`src/rtl/seq_alu.sv`:
```
// Sequential ALU: single-cycle arithmetic/logic ops, iterative one-bit-per-cycle
// shifts and a shift-and-add unsigned multiplier, with a {C,L,F,Z,N} flag register.
module seq_alu #(
    parameter int WIDTH = 16,
    parameter int SHW   = $clog2(WIDTH)
) (
    input  logic             clk,
    input  logic             reset,
    input  logic             start,
    input  logic [4:0]       opcode,
    input  logic             imm_sel,
    input  logic [WIDTH-1:0] rdest,
    input  logic [WIDTH-1:0] rsrc,
    input  logic [7:0]       imm,
    output logic [WIDTH-1:0] result,
    output logic             busy,
    output logic             done,
    output logic [4:0]       flags
);
    localparam int CW = $clog2(WIDTH + 1);

    localparam logic [4:0] OP_ADD   = 5'b00000;
    localparam logic [4:0] OP_ADDU  = 5'b00010;
    localparam logic [4:0] OP_ADDC  = 5'b00100;
    localparam logic [4:0] OP_ADDCU = 5'b00101;
    localparam logic [4:0] OP_SUB   = 5'b01000;
    localparam logic [4:0] OP_CMP   = 5'b01010;
    localparam logic [4:0] OP_AND   = 5'b01101;
    localparam logic [4:0] OP_OR    = 5'b01110;
    localparam logic [4:0] OP_XOR   = 5'b01111;
    localparam logic [4:0] OP_NOT   = 5'b10000;
    localparam logic [4:0] OP_LSH   = 5'b10001;
    localparam logic [4:0] OP_RSH   = 5'b10011;
    localparam logic [4:0] OP_ARSH  = 5'b10110;
    localparam logic [4:0] OP_MUL   = 5'b11000;

    localparam int FC = 4;
    localparam int FL = 3;
    localparam int FF = 2;
    localparam int FZ = 1;
    localparam int FN = 0;

    typedef enum logic [1:0] {
        ST_IDLE  = 2'd0,
        ST_SHIFT = 2'd1,
        ST_MUL   = 2'd2
    } state_t;

    state_t           state_r, state_s;
    logic [CW-1:0]    cnt_r, cnt_s;
    logic [WIDTH-1:0] acc_r, acc_s;
    logic [WIDTH-1:0] lo_r, lo_s;
    logic [WIDTH-1:0] mcand_r, mcand_s;
    logic [4:0]       op_r, op_s;
    logic [WIDTH-1:0] result_r, result_s;
    logic [4:0]       flags_r, flags_s;
    logic             done_r, done_s;
    logic             busy_r, busy_s;

    logic [WIDTH-1:0]   b_s;
    logic [WIDTH-1:0]   logic_res_s;
    logic [WIDTH:0]     add_s;
    logic [WIDTH:0]     sub_s;
    logic               cin_s;
    logic               add_ovf_s;
    logic               sub_ovf_s;
    logic               lt_s;
    logic               slt_s;
    logic [SHW-1:0]     n_s;
    logic [WIDTH-1:0]   sh_first_s;
    logic [WIDTH-1:0]   sh_next_s;
    logic [2*WIDTH-1:0] mul_first_s;
    logic [2*WIDTH-1:0] mul_next_s;

    function automatic logic [WIDTH-1:0] shift_one(input logic [4:0] op, input logic [WIDTH-1:0] v);
        case (op)
            OP_LSH:  shift_one = {v[WIDTH-2:0], 1'b0};
            OP_RSH:  shift_one = {1'b0, v[WIDTH-1:1]};
            OP_ARSH: shift_one = {v[WIDTH-1], v[WIDTH-1:1]};
            default: shift_one = v;
        endcase
    endfunction

    // One shift-and-add step on the {hi, lo} product pair; lo starts as the multiplier.
    function automatic logic [2*WIDTH-1:0] mul_step(input logic [WIDTH-1:0] hi,
                                                    input logic [WIDTH-1:0] lo,
                                                    input logic [WIDTH-1:0] mc);
        logic [WIDTH:0] sum;
        sum = {1'b0, hi} + (lo[0] ? {1'b0, mc} : {(WIDTH+1){1'b0}});
        mul_step = {sum, lo[WIDTH-1:1]};
    endfunction

    // Operand B selection, adder/subtractor and comparison terms.
    always_comb begin
        if (imm_sel == 1'b0) begin
            b_s = rsrc;
        end else if ((opcode == OP_ADDU) || (opcode == OP_ADDCU)) begin
            b_s = WIDTH'(imm);
        end else begin
            b_s = WIDTH'($signed(imm));
        end
        cin_s       = ((opcode == OP_ADDC) || (opcode == OP_ADDCU)) ? flags_r[FC] : 1'b0;
        add_s       = {1'b0, rdest} + {1'b0, b_s} + {{WIDTH{1'b0}}, cin_s};
        sub_s       = {1'b0, rdest} - {1'b0, b_s};
        add_ovf_s   = (rdest[WIDTH-1] == b_s[WIDTH-1]) && (add_s[WIDTH-1] != rdest[WIDTH-1]);
        sub_ovf_s   = (rdest[WIDTH-1] != b_s[WIDTH-1]) && (sub_s[WIDTH-1] != rdest[WIDTH-1]);
        lt_s        = (rdest < b_s);
        slt_s       = ($signed(rdest) < $signed(b_s));
        n_s         = b_s[SHW-1:0];
        sh_first_s  = shift_one(opcode, rdest);
        sh_next_s   = shift_one(op_r, acc_r);
        mul_first_s = mul_step({WIDTH{1'b0}}, b_s, rdest);
        mul_next_s  = mul_step(acc_r, lo_r, mcand_r);
        case (opcode)
            OP_AND:  logic_res_s = rdest & b_s;
            OP_OR:   logic_res_s = rdest | b_s;
            OP_XOR:  logic_res_s = rdest ^ b_s;
            default: logic_res_s = ~rdest;
        endcase
    end

    // Next-state and datapath updates; the first shift/multiply step runs on the start edge.
    always_comb begin
        state_s  = state_r;
        cnt_s    = cnt_r;
        acc_s    = acc_r;
        lo_s     = lo_r;
        mcand_s  = mcand_r;
        op_s     = op_r;
        result_s = result_r;
        flags_s  = flags_r;
        done_s   = 1'b0;
        case (state_r)
            ST_IDLE: begin
                if (start) begin
                    case (opcode)
                        OP_ADD, OP_ADDU, OP_ADDC, OP_ADDCU: begin
                            result_s    = add_s[WIDTH-1:0];
                            flags_s[FC] = add_s[WIDTH];
                            if ((opcode == OP_ADD) || (opcode == OP_ADDC)) begin
                                flags_s[FF] = add_ovf_s;
                            end else begin
                                flags_s[FF] = flags_r[FF];
                            end
                            done_s = 1'b1;
                        end
                        OP_SUB, OP_CMP: begin
                            flags_s[FL] = lt_s;
                            flags_s[FN] = slt_s;
                            flags_s[FZ] = (rdest == b_s);
                            if (opcode == OP_SUB) begin
                                result_s    = sub_s[WIDTH-1:0];
                                flags_s[FC] = sub_s[WIDTH];
                                flags_s[FF] = sub_ovf_s;
                            end else begin
                                result_s = result_r;
                            end
                            done_s = 1'b1;
                        end
                        OP_AND, OP_OR, OP_XOR, OP_NOT: begin
                            result_s    = logic_res_s;
                            flags_s[FZ] = (logic_res_s == {WIDTH{1'b0}});
                            done_s      = 1'b1;
                        end
                        OP_LSH, OP_RSH, OP_ARSH: begin
                            if (n_s == {SHW{1'b0}}) begin
                                result_s    = rdest;
                                flags_s[FZ] = (rdest == {WIDTH{1'b0}});
                                done_s      = 1'b1;
                            end else if (n_s == SHW'(1)) begin
                                result_s    = sh_first_s;
                                flags_s[FZ] = (sh_first_s == {WIDTH{1'b0}});
                                done_s      = 1'b1;
                            end else begin
                                state_s = ST_SHIFT;
                                acc_s   = sh_first_s;
                                cnt_s   = CW'(n_s) - CW'(1);
                                op_s    = opcode;
                            end
                        end
                        OP_MUL: begin
                            state_s = ST_MUL;
                            acc_s   = mul_first_s[2*WIDTH-1:WIDTH];
                            lo_s    = mul_first_s[WIDTH-1:0];
                            mcand_s = rdest;
                            cnt_s   = CW'(WIDTH - 1);
                        end
                        default: begin
                            done_s = 1'b1;
                        end
                    endcase
                end else begin
                    done_s = 1'b0;
                end
            end
            ST_SHIFT: begin
                acc_s = sh_next_s;
                cnt_s = cnt_r - CW'(1);
                if (cnt_r == CW'(1)) begin
                    state_s     = ST_IDLE;
                    result_s    = sh_next_s;
                    flags_s[FZ] = (sh_next_s == {WIDTH{1'b0}});
                    done_s      = 1'b1;
                end else begin
                    state_s = ST_SHIFT;
                end
            end
            ST_MUL: begin
                acc_s = mul_next_s[2*WIDTH-1:WIDTH];
                lo_s  = mul_next_s[WIDTH-1:0];
                cnt_s = cnt_r - CW'(1);
                if (cnt_r == CW'(1)) begin
                    state_s     = ST_IDLE;
                    result_s    = mul_next_s[WIDTH-1:0];
                    flags_s[FF] = |mul_next_s[2*WIDTH-1:WIDTH];
                    done_s      = 1'b1;
                end else begin
                    state_s = ST_MUL;
                end
            end
            default: begin
                state_s = ST_IDLE;
            end
        endcase
        busy_s = (state_s != ST_IDLE);
    end

    // State and output registers; reset aborts any operation in flight.
    always_ff @(posedge clk) begin
        if (reset) begin
            state_r  <= ST_IDLE;
            cnt_r    <= {CW{1'b0}};
            acc_r    <= {WIDTH{1'b0}};
            lo_r     <= {WIDTH{1'b0}};
            mcand_r  <= {WIDTH{1'b0}};
            op_r     <= 5'b00000;
            result_r <= {WIDTH{1'b0}};
            flags_r  <= 5'b00000;
            done_r   <= 1'b0;
            busy_r   <= 1'b0;
        end else begin
            state_r  <= state_s;
            cnt_r    <= cnt_s;
            acc_r    <= acc_s;
            lo_r     <= lo_s;
            mcand_r  <= mcand_s;
            op_r     <= op_s;
            result_r <= result_s;
            flags_r  <= flags_s;
            done_r   <= done_s;
            busy_r   <= busy_s;
        end
    end

    assign result = result_r;
    assign flags  = flags_r;
    assign done   = done_r;
    assign busy   = busy_r;

endmodule

```
`config.mk`:
```
export PLATFORM = sky130hd
export DESIGN_NAME = seq_alu
export DESIGN_NICKNAME = d
export VERILOG_FILES = /design/src/rtl/seq_alu.sv
export SDC_FILE = /design/constraint.sdc
export NUM_CORES = 1
export LEC_CHECK = 0
export BUFFER_PORTS_ARGS = -buffer_cell sky130_fd_sc_hd__buf_4
export CAP_MARGIN = 20
export CELL_PAD_IN_SITES_DETAIL_PLACEMENT = 1
export CELL_PAD_IN_SITES_GLOBAL_PLACEMENT = 2
export CORE_UTILIZATION = 32
export DETAILED_ROUTE_END_ITERATION = 10
export HOLD_SLACK_MARGIN = 0.15
export PLACE_DENSITY = 0.75
export SETUP_SLACK_MARGIN = 0.4
export SLEW_MARGIN = 20
export SYNTH_ARGS = -nofsm -noshare
export SYNTH_HDL_FRONTEND = slang
export SYNTH_SLANG_ARGS = --single-unit
```
`constraint.sdc`:
```
create_clock -name clk -period 4.5 [get_ports clk]
set_clock_uncertainty 0.15 [all_clocks]
set_input_delay 0.225 -clock clk [delete_from_list [all_inputs] [get_ports clk]]
set_output_delay 0.225 -clock clk [all_outputs]
set_load 0.02 [all_outputs]
```
==> out/metrics.sh, run 1 <==
SYNTHXORXNORAREAFRAC_PCT=2.519
REMAINING_DRC_ERRORS=0
COMBPWRFRAC_PCT=48.0
LAYOUT-DRIVE-GT1-SHARE_PCT=12.41
DP_HPWL_UM=30810
INTERNAL_DISSIPATION_W=0.001841
CORE.ROWCOUNT=61
SYNTH.TOP_CELL.AREA_SHARE_PCT=18.38
GRT_SETUP_UNREPAIRED='no'
SYNTH_ASYNC_SR_FLOP_SHARE_PCT=0
SYNTH_ENABLE_FLOP_CELLS=0
RUN_STATUS='finished, final reports clean'
FMAXACHIEVABLE_MHz=257.4
POSTROUTEANTENNANETS=0
TOP_SIGNAL_LAYER_USED='met4'
DIE_OUTLINE_AREA_UM2=28920
WL_PER_CELL_UM=23.78
LAYOUT_FILLER_CELL_COUNT=3513
YOSYSWARNINGCOUNT=0
FINISH.UTILIZATION_PCT=36.96
GRT-OVFL-TOTAL=0
GRT_FIRST_PASS_WIRELENGTH_UM=60200
NETSWITCHINGFRACTION_PCT=44.01
VIAS_PER_CELL=6.010
SLEW-LIMIT-HEADROOM_PCT=42.53
WL_MET2_UM=18480
LAYOUT_SETUP_WS_NS=0.6146
SYNTH-COMPOUND-AREA-SHARE_PCT=33.96
CTS-BUFFERS-INSERTED=9
DIEWIDTH_UM=170.1
POWER_W=0.003288
SYNTH.LIB_CELLS_USED.DISTINCT=92
SYNTHESIS.INSTANCES=1263
NETLIST.TOP_CELL.BY_AREA='sky130_fd_sc_hd__dfxtp_1'
POST-ROUTE-CELL-AREA_UM2=10270
MAXIMUM_NUMBER_OF_PINS_ON_ONE_NET_BEFORE_GLOBAL_ROUTE_REPAIR=49
TOTAL_SWITCHING_POWER_W=0.001447
FINAL-SETUP-VIOL-COUNT=0
CLOCK_INSERTION_DELAY_WORST_SKEW_NS=0.36
CTS_TREE='done'
SYNTH.AREA.TOP_CELLS='sky130_fd_sc_hd__dfxtp_1 18%, sky130_fd_sc_hd__ha_1 11%, sky130_fd_sc_hd__a21oi_1 7.2%'
GR_UTIL_ALL_LAYERS_PCT=27.51
VIAS=10020
SYN_TO_FINAL_GROWTH_PCT=13.61
MAX-VDD-IR-DROP_uV=188.2
TIMING.SETUP.TNS_NS=0
DRV_SLEW=0
FIRST_PASS_ITERS=6
DETAILED_PLACE.AREA_UM2=9942
WORSTPATHMAXFANOUT=4
WORST_EP_REQUIRED_TIME_NS=4.61
CRIT_PATH_START_KIND='flip-flop'
POWER.STATIC_LEAKAGE_nW=4.242
FINAL_REPORT_HOLD_VIOLATION_COUNT=0
TIMING.CRITICAL_PATH.TO_TYPE='flip-flop'
HOLD_CLASS='in -> reg'
YOSYS_MOST_USED_DFF='sky130_fd_sc_hd__dfxtp_1'
SYNTH_MUX_AREA_SHARE_PCT=3.641
PLACEMENT.SETUP.WORST_SLACK_NS=0.1966
SYNTHESIS.AREA_UM2=9039
TIMING_WORST_SETUP_PATH_TYPE='reg -> reg'
CLOCK_PATH_BUFFERS=2
WORSTMARGINPINSLEW_NS=0.8555
CLOCKROOTBUFFER='sky130_fd_sc_hd__clkbuf_16'
DIE_Y_EXTENT_UM=170.1
WIRELENGTH_UM=39640
PWR-SHARE-CLK_PCT=24.1
INSERTED_DIODES=0
ROUTED-WL-MET3_UM=2146
YOSYS_REGISTER_BITS=83
MIN_PERIOD_OVER_PERIOD_PCT=86.34
MAX-CAP-VIOLATIONS=0
FIRST_GLOBAL_VIAS=9785
POWER_DENSITY_nW_PER_UM2=320.2
POSTSYNTHAREAPERCELL_UM2=7.157
CTS_MAX_LEVEL=3
SYNTH_TOP_CELLS_BY_COUNT='150 x sky130_fd_sc_hd__nand2_1, 130 x sky130_fd_sc_hd__a21oi_1, 108 x sky130_fd_sc_hd__nor2_1'
CRIT_ARRIVAL_NS=4.00
FLOORPLAN.CORE_AREA_UM2=27780
ANTENNA_FOUND_INITIAL=0
PERIOD_NEEDED_NS=3.885
FF2FF_SETUP_SLACK_NS=0.61
SYNTH_TOP_FAMILY_BY_AREA='compound AO/OA/AOI/OAI gates'
FLOORPLAN.IO_PINS=72
SYNTHESIS.NETS=1392
POST-SYNTH-TOP-COUNT-CELL='sky130_fd_sc_hd__nand2_1'
P_SEQ_SHARE_PCT=27.8
INITIAL_CORE_UTIL_PCT=32.53
FINISH.NET_COUNT=1413
PORT-BUFFER-COUNT=71
MET1_LENGTH_UM=17930
CLKSLEWWORSTSETUPHOLDPATHS_NS=0.07
FINAL_REPLACE_WEIGHTED_CONGESTION=0.9299
POST_SYNTH_FA_HA_MAJ_AREA_FRACTION_PCT=11.41
SYNTH_AREA_IN_SIMPLE_GATES_PCT=22.73
CLOCK_SINKS=83
REGISTER_AREA_SHARE_AFTER_SYNTHESIS_PCT=18.38
DR.FIRST_ITER.DRC_COUNT=870
==> through the flow <==
step / instances / hold WS (ns)
after global placement: 1649 / 0.2880
final: 1667 / 0.1766
after detailed placement: 1649 / 0.2952
after global routing: 1667 / 0.1855
after CTS: 1667 / 0.1730
after floorplan: 1263 / 0.1604
==> power groups by stage <==
stage          Sequential (W)  Clock [W]  Combinational [W]
2_1_floorplan        0.000951          0           0.000933
3_3_place_gp         0.000931          0            0.00154
3_5_place_dp         0.000931          0            0.00155
4_1_cts              0.000916   0.000808            0.00156
5_1_grt              0.000927   0.000833            0.00170
6_report             0.000916   0.000793            0.00158
==> worst max-delay path, cell delays in order, from the launching register on <==
cell and delay (ns):
sky130_fd_sc_hd__dfxtp_1 0.42, sky130_fd_sc_hd__and4b_1 0.30, sky130_fd_sc_hd__fa_1 0.45, sky130_fd_sc_hd__fa_1 0.45, sky130_fd_sc_hd__a21o_1 0.18, sky130_fd_sc_hd__a21oi_1 0.21, sky130_fd_sc_hd__o21ba_2 0.17, sky130_fd_sc_hd__o21ai_0 0.20
sky130_fd_sc_hd__a221oi_1 0.62, sky130_fd_sc_hd__nand2_1 0.10, sky130_fd_sc_hd__o21ai_0 0.11, sky130_fd_sc_hd__o22ai_1 0.16, sky130_fd_sc_hd__a311oi_1 0.27
==> worst paths after layout <==
path	from	end	depth (start not counted)
min reg2reg	lo_r[7]	lo_r[7]	2
max	flags[4]	result[12]	12
max reg2reg	flags[4]	result[12]	12
min	opcode[2]	op_r[2]	3
==> final cells by class <==
type	count	area (µm²)	share of cell area, %
multi-input cells	1015	6738	65.61
flip-flops and latches	83	1662	16.18
repair buffers	111	850.8	8.286
well taps	378	473.0	4.606
clock buffers	12	256.5	2.498
inverters	64	240.2	2.339
clock inverters	4	48.80	0.4752
==> cell families (layout without fill, tap and decap cells) <==
family,Yosys count,in the layout
buf+inv,165,191
fa+ha+maj,80,80
compound gates,456,456
mux,31,31
flops,83,83
simple gates,422,422
xor+xnor,26,26
==> cell usage in the layout, fill, tap and decap left out, types with 10 or more instances in the layout <==
cell type / instances
sky130_fd_sc_hd__a22oi_1: 26
sky130_fd_sc_hd__mux2i_1: 27
sky130_fd_sc_hd__xor2_1: 10
sky130_fd_sc_hd__buf_4: 108
sky130_fd_sc_hd__nand3_1: 30
sky130_fd_sc_hd__nor3_1: 19
sky130_fd_sc_hd__a221oi_1: 21
sky130_fd_sc_hd__o21ai_0: 74
sky130_fd_sc_hd__o211ai_1: 23
sky130_fd_sc_hd__nand2b_1: 14
sky130_fd_sc_hd__a21o_1: 18
sky130_fd_sc_hd__a21oi_1: 130
sky130_fd_sc_hd__dfxtp_1: 83
sky130_fd_sc_hd__inv_1: 61
sky130_fd_sc_hd__nand2_1: 150
sky130_fd_sc_hd__xnor2_1: 16
sky130_fd_sc_hd__nor4_1: 10
sky130_fd_sc_hd__ha_1: 75
sky130_fd_sc_hd__a211oi_1: 29
sky130_fd_sc_hd__and2_1: 16
sky130_fd_sc_hd__nor2_1: 108
sky130_fd_sc_hd__a31oi_1: 11
sky130_fd_sc_hd__and3_1: 17
==> routing by layer <==
layer | track usage [%] | up-vias
met3 | 3.186 | 55
met4 | 8.226 | 0
met5 | 0 | -
met1 | 36.88 | 4931
met2 | 45.96 | 370
li1 | - | 4663
==> state kept, by name, summed over array words and instances, names as in the netlist <==
register and count:
mcand_r 16, result 16, state_r 2, flags 5
acc_r 16, cnt_r 5, done 1, lo_r 16
busy 1, op_r 5
==> repair_timing <==
item / CTS / global route
endpoints found under the setup margin: 0 / 3
gates resized for setup: 0 / 2
hold buffers: 2 / 0
hold endpoints to repair: 2 / 0
buffers inserted: 0 / 0
(Power assumes the default switching activity.)
==> run 2, diff against run 1 <==
Settings changed: CORE_ASPECT_RATIO set to 1.1.
==> run 2 against run 1 <==
Compared with the run above: combinational power hardly changed; die area hardly changed; power is 2.2% higher; hold slack better by 0.0024 ns; sequential cell count stayed put; register-to-register slack better by 0.08 ns; critical path depth stayed put; critical path type unchanged; largest cell class unchanged.
==> out/metrics.sh, run 2 (synthesis gave the netlist of run 1 again) <==
FF2FF_SETUP_SLACK_NS=0.69
CRIT_ARRIVAL_NS=3.89
DIE_Y_EXTENT_UM=178.3
COMMONEST_CELLS_AFTER_ROUTING_FILL_AND_TAPS_ASIDE='150 x sky130_fd_sc_hd__nand2_1, 130 x sky130_fd_sc_hd__a21oi_1, 111 x sky130_fd_sc_hd__buf_4, 108 x sky130_fd_sc_hd__nor2_1, 82 x sky130_fd_sc_hd__dfxtp_1'
DPL.CELL_COUNT=1636
FINISH.NET_COUNT=1415
DIEWIDTH_UM=162.2
VIAS_PER_CELL=5.964
TIMING_WORST_SETUP_PATH_TYPE='reg -> reg'
POWER.STATIC_LEAKAGE_nW=4.255
CRIT_PATH_TOP_DELAY_CELL='sky130_fd_sc_hd__or4b_1'
CTS_MAX_LEVEL=3
SYN_TO_FINAL_GROWTH_PCT=13.76
CLOCKROOTBUFFER='sky130_fd_sc_hd__clkbuf_16'
POWER_W=0.003359
RR_STARTPOINT='lo_r[0]'
RR_WORST_DEPTH=12
PWR-SHARE-CLK_PCT=25.8
FINAL-SETUP-VIOL-COUNT=0
WORSTMARGINPINSLEW_NS=0.9854
CLOCK_INSERTION_DELAY_WORST_SKEW_NS=0.37
PERIOD_NEEDED_NS=3.806
CLOCK_PATH_BUFFERS=2
CRIT_PATH_START_KIND='flip-flop'
CTS_TREE='done'
MIN_PERIOD_OVER_PERIOD_PCT=84.58
FINAL_REPORT_HOLD_VIOLATION_COUNT=0
DP_HPWL_UM=30960
CLOCK_SINKS=83
CORE.ROWCOUNT=64
RUN_STATUS='finished, final reports clean'
MAXIMUM_NUMBER_OF_PINS_ON_ONE_NET_BEFORE_GLOBAL_ROUTE_REPAIR=54
POWER_DENSITY_nW_PER_UM2=326.7
TIMING.CRITICAL_PATH.TO_TYPE='flip-flop'
WORSTPATHMAXFANOUT=17
SERIES_OF_CELL_INSTANCES_ALONG_THE_CRITICAL_PATH='and2_1 > ha_1 > fa_1 > a211oi_1 > o21bai_1 > o2111ai_1 > nand2_1 > xor2_1 > or4b_1 > nor4b_2 > a41o_1 > a21oi_1'
FINAL_REPLACE_WEIGHTED_CONGESTION=0.9281
P_SEQ_SHARE_PCT=27.3
FLOORPLAN.IO_PINS=72
INSERTED_DIODES=0
ANTENNA_FOUND_INITIAL=0
POST_CTS_SETUP_BUFFERS=0
CRIT_FAMILY='simple AND/OR/NAND/NOR gates'
FINISH.UTILIZATION_PCT=37.00
GRT-OVFL-TOTAL=0
MAX-CAP-VIOLATIONS=0
MOSTFREQUENTLAYOUTCELL='sky130_fd_sc_hd__nand2_1'
GR_UTIL_ALL_LAYERS_PCT=27.74
FIN_WORST_HOLD_SLACK_NS=0.1790
FINAL-SEQ-AREA_UM2=1663
WORST_EP_REQUIRED_TIME_NS=4.58
RR_ENDPOINT='flags[2]'
GRT_FIRST_PASS_WIRELENGTH_UM=60530
LAYOUT-DRIVE-GT1-SHARE_PCT=12.70
FIRST_PASS_ITERS=6
WIRELENGTH_UM=39750
PORT-BUFFER-COUNT=71
HOLD_CLASS='in -> reg'
WORSTHOLDSTART='opcode[2]'
WL_PER_CELL_UM=24.03
WORST-PATH-STAGES=12
SETUP.WORST_PATH.END='flags[2]'
SLEW-LIMIT-HEADROOM_PCT=33.80
CP_LAUNCH_POINT='lo_r[0]'
MAX-VDD-IR-DROP_uV=206.9
GRT_SETUP_UNREPAIRED='no'
POSTROUTEANTENNANETS=0
DR.FIRST_ITER.DRC_COUNT=825
CTS-BUFFERS-INSERTED=9
TIMING.SETUP.TNS_NS=0
CLKSLEWWORSTSETUPHOLDPATHS_NS=0.06
INITIAL_CORE_UTIL_PCT=32.53
MULTIINPUTGATEAREA_UM2=6743
FLOORPLAN.CORE_AREA_UM2=27790
CRITICAL_PATH_BUF_INV_COUNT=0
DRV_SLEW=0
NETSWITCHINGFRACTION_PCT=43.50
FIRST_GLOBAL_VIAS=9849
DIE_OUTLINE_AREA_UM2=28920
COMBPWRFRAC_PCT=46.8
VIAS=9865
TOTAL_SWITCHING_POWER_W=0.001461
FMAXACHIEVABLE_MHz=262.7
REMAINING_DRC_ERRORS=0
STDCELL_COUNT=1654
LAYOUT_FILLER_CELL_COUNT=3403
SLOWEST_STAGE_DELAY_CP_NS=0.55
INTERNAL_DISSIPATION_W=0.001898
run 2: cell type report:
cell class                 instances  share of cell area (%)
clock inverter                     4                  0.7058
clock buffer                      12                   2.495
tap                              363                   4.417
inverter                          64                   2.336
timing repair buffer             113                   8.299
sequential                        83                   16.17
multi-input combinational       1015                   65.58
run 2: how the worst min path moves through the flow:
stage	cells after the start	end	slack, ns
final	3	op_r[2]	0.18
after global routing	3	acc_r[14]	0.25
after CTS	3	op_r[2]	0.16
after detailed placement	2	lo_r[2]	0.30
after global placement	2	lo_r[3]	0.29
after floorplan	1	state_r[1]	0.16
run 2: power groups by stage:
stage / registers (W) / logic (W) / clock network, W
6_report: 0.000918 / 0.00157 / 0.000868
5_1_grt: 0.000930 / 0.00170 / 0.000911
4_1_cts: 0.000918 / 0.00155 / 0.000882
3_5_place_dp: 0.000934 / 0.00154 / 0
3_3_place_gp: 0.000932 / 0.00153 / 0
2_1_floorplan: 0.000951 / 0.000933 / 0
run 2: worst reg2reg max path: cells and delay by family (launching register included):
| kind | cells | cell delay [ns] |
|---|---|---|
| AND/OR/NAND/NOR | 4 | 1.15 |
| AO/OA/AOI/OAI | 5 | 1.15 |
| adder cells (fa/ha/maj) | 2 | 0.66 |
| flip-flops | 1 | 0.41 |
| XOR/XNOR | 1 | 0.17 |
run 2: metrics by stage:
stage          instance area, µm²  setup slack (ns)
2_1_floorplan                9039            0.6360
5_1_grt                     10280            0.4732
4_1_cts                     10270            0.5020
6_report                    10280            0.6940
3_3_place_gp                 9926            0.3204
3_5_place_dp                 9926            0.2721
run 2: metal layers:
layer  track usage (%)  wire (µm)  share of wire [%]  up-vias
met1             37.80      18550                 47     4822
li1                  -          -                  -     4684
met2             43.38      17590                 44      296
met4             13.09       1703                4.3        0
met3             3.185       1903                4.8       63
met5                 0          0                  0        -
run 2: what timing repair did:
item / in CTS / in global routing
hold buffers: 2 / 0
setup endpoints to repair: 0 / 4
hold endpoints to repair: 2 / 0
gates resized for setup: 0 / 2
